### config.mk
export PLATFORM = sky130hd
export DESIGN_NAME = uart_rx_fifo
export DESIGN_NICKNAME = d
export VERILOG_FILES = /design/src/rtl/uart_rx_fifo.sv
export SDC_FILE = /design/constraint.sdc
export NUM_CORES = 1
export LEC_CHECK = 0
export ABC_AREA = 0
export ABC_CLOCK_PERIOD_IN_PS = 10800
export BUFFER_PORTS_ARGS = -buffer_cell sky130_fd_sc_hd__buf_4
export CORE_ASPECT_RATIO = 1.2
export CORE_UTILIZATION = 60
export DETAILED_ROUTE_END_ITERATION = 8
export PLACE_DENSITY = 0.78
export SYNTH_ARGS = -nofsm -noshare
export SYNTH_HDL_FRONTEND = slang
export SYNTH_SLANG_ARGS = --single-unit
### constraint.sdc
create_clock -name clk -period 10.8 [get_ports clk]
set_clock_uncertainty 0.05 [all_clocks]
set_input_delay 2.7 -clock clk [delete_from_list [all_inputs] [get_ports clk]]
set_output_delay 2.7 -clock clk [all_outputs]
set_load 0.03 [all_outputs]
### src/rtl/uart_rx_fifo.sv
// 8N1 UART receiver with mid-bit sampling, feeding a small circular receive FIFO
// that is drained over a valid/ready handshake.
//
// state     | meaning
// ----------+---------------------------------------------------------------
// IDLE      | line idle, waiting for a falling edge on the synced input
// START     | counting to the middle of the start bit to confirm it
// DATA      | sampling eight data bits LSB-first, one per bit period
// STOP      | sampling the stop bit; high pushes the byte, low is a framing error
// WAIT_HIGH | after a framing error, waiting for the line to return high
module uart_rx_fifo #(
   parameter int CLKS_PER_BIT = 434,
   parameter int DEPTH        = 8
) (
   input  logic                     clk,
   input  logic                     reset,
   input  logic                     ser_rx,
   output logic [7:0]               rx_data,
   output logic                     rx_valid,
   input  logic                     rx_ready,
   output logic [$clog2(DEPTH):0]   rx_count,
   output logic                     frame_err,
   output logic                     rx_overrun
);

   localparam int CNT_W = $clog2(CLKS_PER_BIT);
   localparam int PW    = $clog2(DEPTH);
   localparam int CW    = PW + 1;

   localparam logic [CNT_W-1:0] HALF_LD = CNT_W'(CLKS_PER_BIT / 2 - 1);
   localparam logic [CNT_W-1:0] FULL_LD = CNT_W'(CLKS_PER_BIT - 1);
   localparam logic [CW-1:0]    FULL_CNT = CW'(DEPTH);

   localparam logic [2:0] ST_IDLE      = 3'd0;
   localparam logic [2:0] ST_START     = 3'd1;
   localparam logic [2:0] ST_DATA      = 3'd2;
   localparam logic [2:0] ST_STOP      = 3'd3;
   localparam logic [2:0] ST_WAIT_HIGH = 3'd4;

   logic             sync1_q, sync2_q;
   logic             rxs;
   logic [2:0]       state_q, state_d;
   logic [CNT_W-1:0] cnt_q, cnt_d;
   logic [2:0]       bit_q, bit_d;
   logic [7:0]       shreg_q, shreg_d;
   logic             ferr_q, ferr_d;
   logic             ovr_q, ovr_d;
   logic             push;
   logic             cnt_zero;

   logic [7:0]       mem_q [DEPTH];
   logic [PW-1:0]    wr_q, wr_d;
   logic [PW-1:0]    rd_q, rd_d;
   logic [CW-1:0]    count_q, count_d;
   logic             pop;
   logic             full;
   logic             wr_en;

   // Two-flop synchronizer; reset to the idle-high line level.
   always_ff @(posedge clk or posedge reset) begin
      if (reset) begin
         sync1_q <= 1'b1;
         sync2_q <= 1'b1;
      end else begin
         sync1_q <= ser_rx;
         sync2_q <= sync1_q;
      end
   end

   assign rxs      = sync2_q;
   assign cnt_zero = (cnt_q == '0);

   always_comb begin
      state_d = state_q;
      cnt_d   = cnt_q;
      bit_d   = bit_q;
      shreg_d = shreg_q;
      push    = 1'b0;
      ferr_d  = 1'b0;
      case (state_q)
         ST_IDLE: begin
            if (!rxs) begin
               cnt_d   = HALF_LD;
               state_d = ST_START;
            end
         end
         ST_START: begin
            if (!cnt_zero) begin
               cnt_d = cnt_q - 1'b1;
            end else if (rxs) begin
               state_d = ST_IDLE;
            end else begin
               cnt_d   = FULL_LD;
               bit_d   = 3'd0;
               state_d = ST_DATA;
            end
         end
         ST_DATA: begin
            if (!cnt_zero) begin
               cnt_d = cnt_q - 1'b1;
            end else begin
               shreg_d = {rxs, shreg_q[7:1]};
               cnt_d   = FULL_LD;
               bit_d   = 3'(bit_q + 3'd1);
               if (bit_q == 3'd7) state_d = ST_STOP;
            end
         end
         ST_STOP: begin
            if (!cnt_zero) begin
               cnt_d = cnt_q - 1'b1;
            end else if (rxs) begin
               push    = 1'b1;
               state_d = ST_IDLE;
            end else begin
               ferr_d  = 1'b1;
               state_d = ST_WAIT_HIGH;
            end
         end
         ST_WAIT_HIGH: begin
            if (rxs) state_d = ST_IDLE;
         end
         default: state_d = ST_IDLE;
      endcase
   end

   // A pop in the same cycle frees the head slot, so a push into a full FIFO is still taken.
   assign pop   = rx_valid & rx_ready;
   assign full  = (count_q == FULL_CNT);
   assign wr_en = push & (~full | pop);
   assign ovr_d = push & full & ~pop;

   always_comb begin
      wr_d    = wr_q;
      rd_d    = rd_q;
      count_d = count_q;
      if (wr_en) wr_d = wr_q + 1'b1;
      if (pop)   rd_d = rd_q + 1'b1;
      case ({wr_en, pop})
         2'b10:   count_d = count_q + 1'b1;
         2'b01:   count_d = count_q - 1'b1;
         default: count_d = count_q;
      endcase
   end

   always_ff @(posedge clk or posedge reset) begin
      if (reset) begin
         state_q <= ST_IDLE;
         cnt_q   <= '0;
         bit_q   <= '0;
         shreg_q <= '0;
         ferr_q  <= 1'b0;
         ovr_q   <= 1'b0;
         wr_q    <= '0;
         rd_q    <= '0;
         count_q <= '0;
      end else begin
         state_q <= state_d;
         cnt_q   <= cnt_d;
         bit_q   <= bit_d;
         shreg_q <= shreg_d;
         ferr_q  <= ferr_d;
         ovr_q   <= ovr_d;
         wr_q    <= wr_d;
         rd_q    <= rd_d;
         count_q <= count_d;
      end
   end

   // Storage is cleared on reset so the head byte reads as zero while empty.
   always_ff @(posedge clk or posedge reset) begin
      if (reset) begin
         for (int i = 0; i < DEPTH; i++) mem_q[i] <= '0;
      end else if (wr_en) begin
         mem_q[wr_q] <= shreg_q;
      end
   end

   assign rx_data    = mem_q[rd_q];
   assign rx_valid   = (count_q != '0);
   assign rx_count   = count_q;
   assign frame_err  = ferr_q;
   assign rx_overrun = ovr_q;

endmodule

==> results.yml <==
sta:
  max_slew_margin_pct: 35.3
  max_clock_freq_ghz: 0.195
  final_total_negative_setup_slack_ns: 0
  drv_slew: 0
  max_slew.worst_pin.slew_ns: 0.957
  setup_viol: 0
  grt_setup_unrepaired: "no"
  final.period_utilization_pct: 47.6
  finalHoldViolations: 0
  min_period_ns: 5.14
logic_synthesis:
  synth_seq_area_share_pct: 51.8
  yosysTopAreaCellShare_pct: 50.7
  yosys_most_used_dff: "dfrtp_1"
  yosys-top-cells-area: "dfrtp_1 51%, mux2_2 17%, mux4_2 7.4%, mux2_4 2.5%, ha_1 1.5%"
  synth_fp_nets: 365
  post-synth-top-area-cell: "dfrtp_1"
  synth.lib_cells_used.distinct: 56
  syn_avg_cell_area_sq_um: 13.8
  total_standard_cell_area_after_synthesis_sq_um: 4890
  synth_cells: 355
  ys_ff_latch: 101
  synth_enable_flop_cells: 0
  ys_async_sr_fraction_pct: 100
  ys.warnings.count: 0
cts:
  tritoncts.num_buffers: 9
  clock_insertion_delay_worst_skew_ns: 0.37
  clk_pin_slew_worst_paths_ns: 0.10
  resized_gates_after_cts: 0
  tritoncts: "done"
  hold_buffers: 0
  clock_tree.buffer_depth: 2
  tritoncts_num_sinks: 101
  cts_htree_levels: 3
  clock_tree_root: "clkbuf_8"
  post-cts-setup-buffer-count: 0
die:
  initial_standard_cell_utilization_of_the_core_pct: 62.7
  placement_rows: 35
  die_area_sq_um: 8510
  core_sq_um: 7790
  die_w_microns: 84.4
  die_h_microns: 101
  floorplan.io_pins: 19
run_status:
  outcome: "finished, violations left"
  failed_checks: "DRC"
setup_path:
  worst_path_maximum_fanout: 18
  critPathMaxStageDelay_ns: 0.97
  timing.critical_path.to_type: "output port"
  cp_data_required_time_ns: 8.05
  timing_worst_setup_path_type: "register to output port"
  cell_by_cell_listing_of_the_critical_path: "mux4_2, mux2_2, buf_4"
  crit_path_top_delay_cell: "dfrtp_1"
  cp_data_arrival_time_ns: 2.39
  r2r_cells: 7
  cp-start-kind: "register"
placement:
  numPortBuffers: 18
  dpl.hpwl_mm: 6.10
  globalplace.congestion: 0.849
  placedCellCount: 442
final_layout:
  stdcell_count: 458
  antenna_cells: 0
  final_cell_mix: "99 x dfrtp_1, 75 x mux2_2, 20 x buf_4, 16 x mux4_2, 14 x nor2_1"
  layout.filler_cells: 589
  most_frequent_standard_cell_in_the_layout_excluding_fill_and_tap_cells: "dfrtp_1"
  synthToLayoutAreaGrowth_pct: 6.84
  post_route_cells_drive_above_1_share_pct: 41.3
  nNetsFinal: 371
run:
  maxCapViolCount: 0
routing:
  drt_iter0_drc: 90
  route.antenna.remaining_nets: 0
  finalWirelength_mm: 9.15
  via_count: 2900
  remaining_drc_errors: 2
  routed_via_density: 6.33
  detail_route.wl_per_cell_microns: 20.0
  detail_route.first_pass.iterations: 6
min_path:
  hold_path_depth: 0
  hold_path_class: "register to register"
global_routing:
  global_route_met1_utilization_pct: 31.6
  global_route_wire_length_before_repair_mm: 15.4
  global_route.peak_usage_layer: "met2"
  grt_max_degree: 74
  first_global_vias: 3025
  overflow: 0
  overall_fraction_of_global_route_tracks_in_use_pct: 24.0
  gr-usage-met3_pct: 3.03
  antenna_found_initial: 0
  groute.layer.met2.usage_pct: 40.5
pwr:
  power_density_nw_per_um2: 118
  max-vdd-ir-drop_mv: 0.0760
  p_leak_nw: 2.58
synth_stat cells, types with 5 or more instances:
cell type / instances
dfrtp_1: 99
mux2_2: 75
mux4_2: 16
nor2_1: 14
nand2_1: 13
o21ai_0: 13
a21oi_1: 12
buf_1: 10
mux2_4: 8
clkbuf_1: 7
ha_1: 6
inv_1: 5
nand3_1: 5
xnor2_1: 5
final cells by class:
| class | instances | area, sq um | area share, % |
|---|---|---|---|
| Timing Repair Buffer | 20 | 150 | 2.88 |
| Clock buffer | 10 | 138 | 2.64 |
| Sequential cell | 101 | 2530 | 48.5 |
| Multi-Input combinational cell | 224 | 2210 | 42.4 |
| Inverter | 5 | 21.3 | 0.407 |
| Tap cell | 92 | 115 | 2.20 |
| Clock inverter | 6 | 52.6 | 1.01 |
power breakdown:
group | leakage [nW] | total [W] | switching [W] | internal, W
Clock | 0.0918 | 0.000230 | 0.000136 | 0.0000942
Sequential | 1.39 | 0.000379 | 0.000000543 | 0.000379
Combinational | 1.10 | 0.00000935 | 0.00000783 | 0.00000152
flip-flops by register name (all words and copies together), names as in the netlist:
signal      flops
rd_q            3
rx_count        4
state_q         3
frame_err       1
sync1_q         1
mem_q          64
bit_q           3
shreg_q         8
rxs             1
cnt_q           9
wr_q            3
rx_overrun      1
per-layer routing:
metal | part of all wire [%] | vias up
met5 | 0 | -
met4 | 2.6 | 0
met3 | 2.4 | 17
met2 | 51 | 45
met1 | 44 | 1513
li1 | - | 1325
cell families after synthesis:
| family | count (synthesis) | synth area share (%) |
|---|---|---|
| xor+xnor | 9 | 1.61 |
| buf+inv | 30 | 3.05 |
| mux | 100 | 27.3 |
| compound gates | 40 | 4.99 |
| fa+ha+maj | 6 | 1.54 |
| flops | 101 | 51.8 |
| simple gates | 69 | 9.73 |
metrics by stage:
step                hold slack, ns  instance area (sq um)  utilization [%]  setup WS, ns  power, W
floorplan                    0.295                   4890                -          5.41  0.000393
global placement             0.297                   5030             64.5          5.99  0.000396
detailed placement           0.303                   5030             64.5          5.91  0.000396
CTS                          0.318                   5220             67.0          5.64  0.000626
global route                 0.319                   5220             67.0          5.57  0.000640
finish                       0.316                   5220             67.0          5.66  0.000618
critical path: cells and delay by family (launching register included):
kind | cells | cell delay, ns
flip-flops | 1 | 0.97
multiplexers | 2 | 0.89
buffers and inverters | 1 | 0.17
final timing paths:
path | from | to | slack [ns]
min reg2reg | sync1_q$_DFF_PP1_ | rxs$_DFF_PP1_ | 0.32
max | rd_q[1]$_DFFE_PP0P_ | rx_data[3] | 5.66
min | sync1_q$_DFF_PP1_ | rxs$_DFF_PP1_ | 0.32
min in group asynchronous | reset | mem_q[13]$_DFFE_PP0P_ | 2.25
max in group asynchronous | reset | cnt_q[3]$_DFFE_PP0P_ | 7.21
max reg2reg | cnt_q[0]$_DFFE_PP0P_ | mem_q[40]$_DFFE_PP0P_ | 7.58
Note: power is estimated with default switching activity, not from simulation.
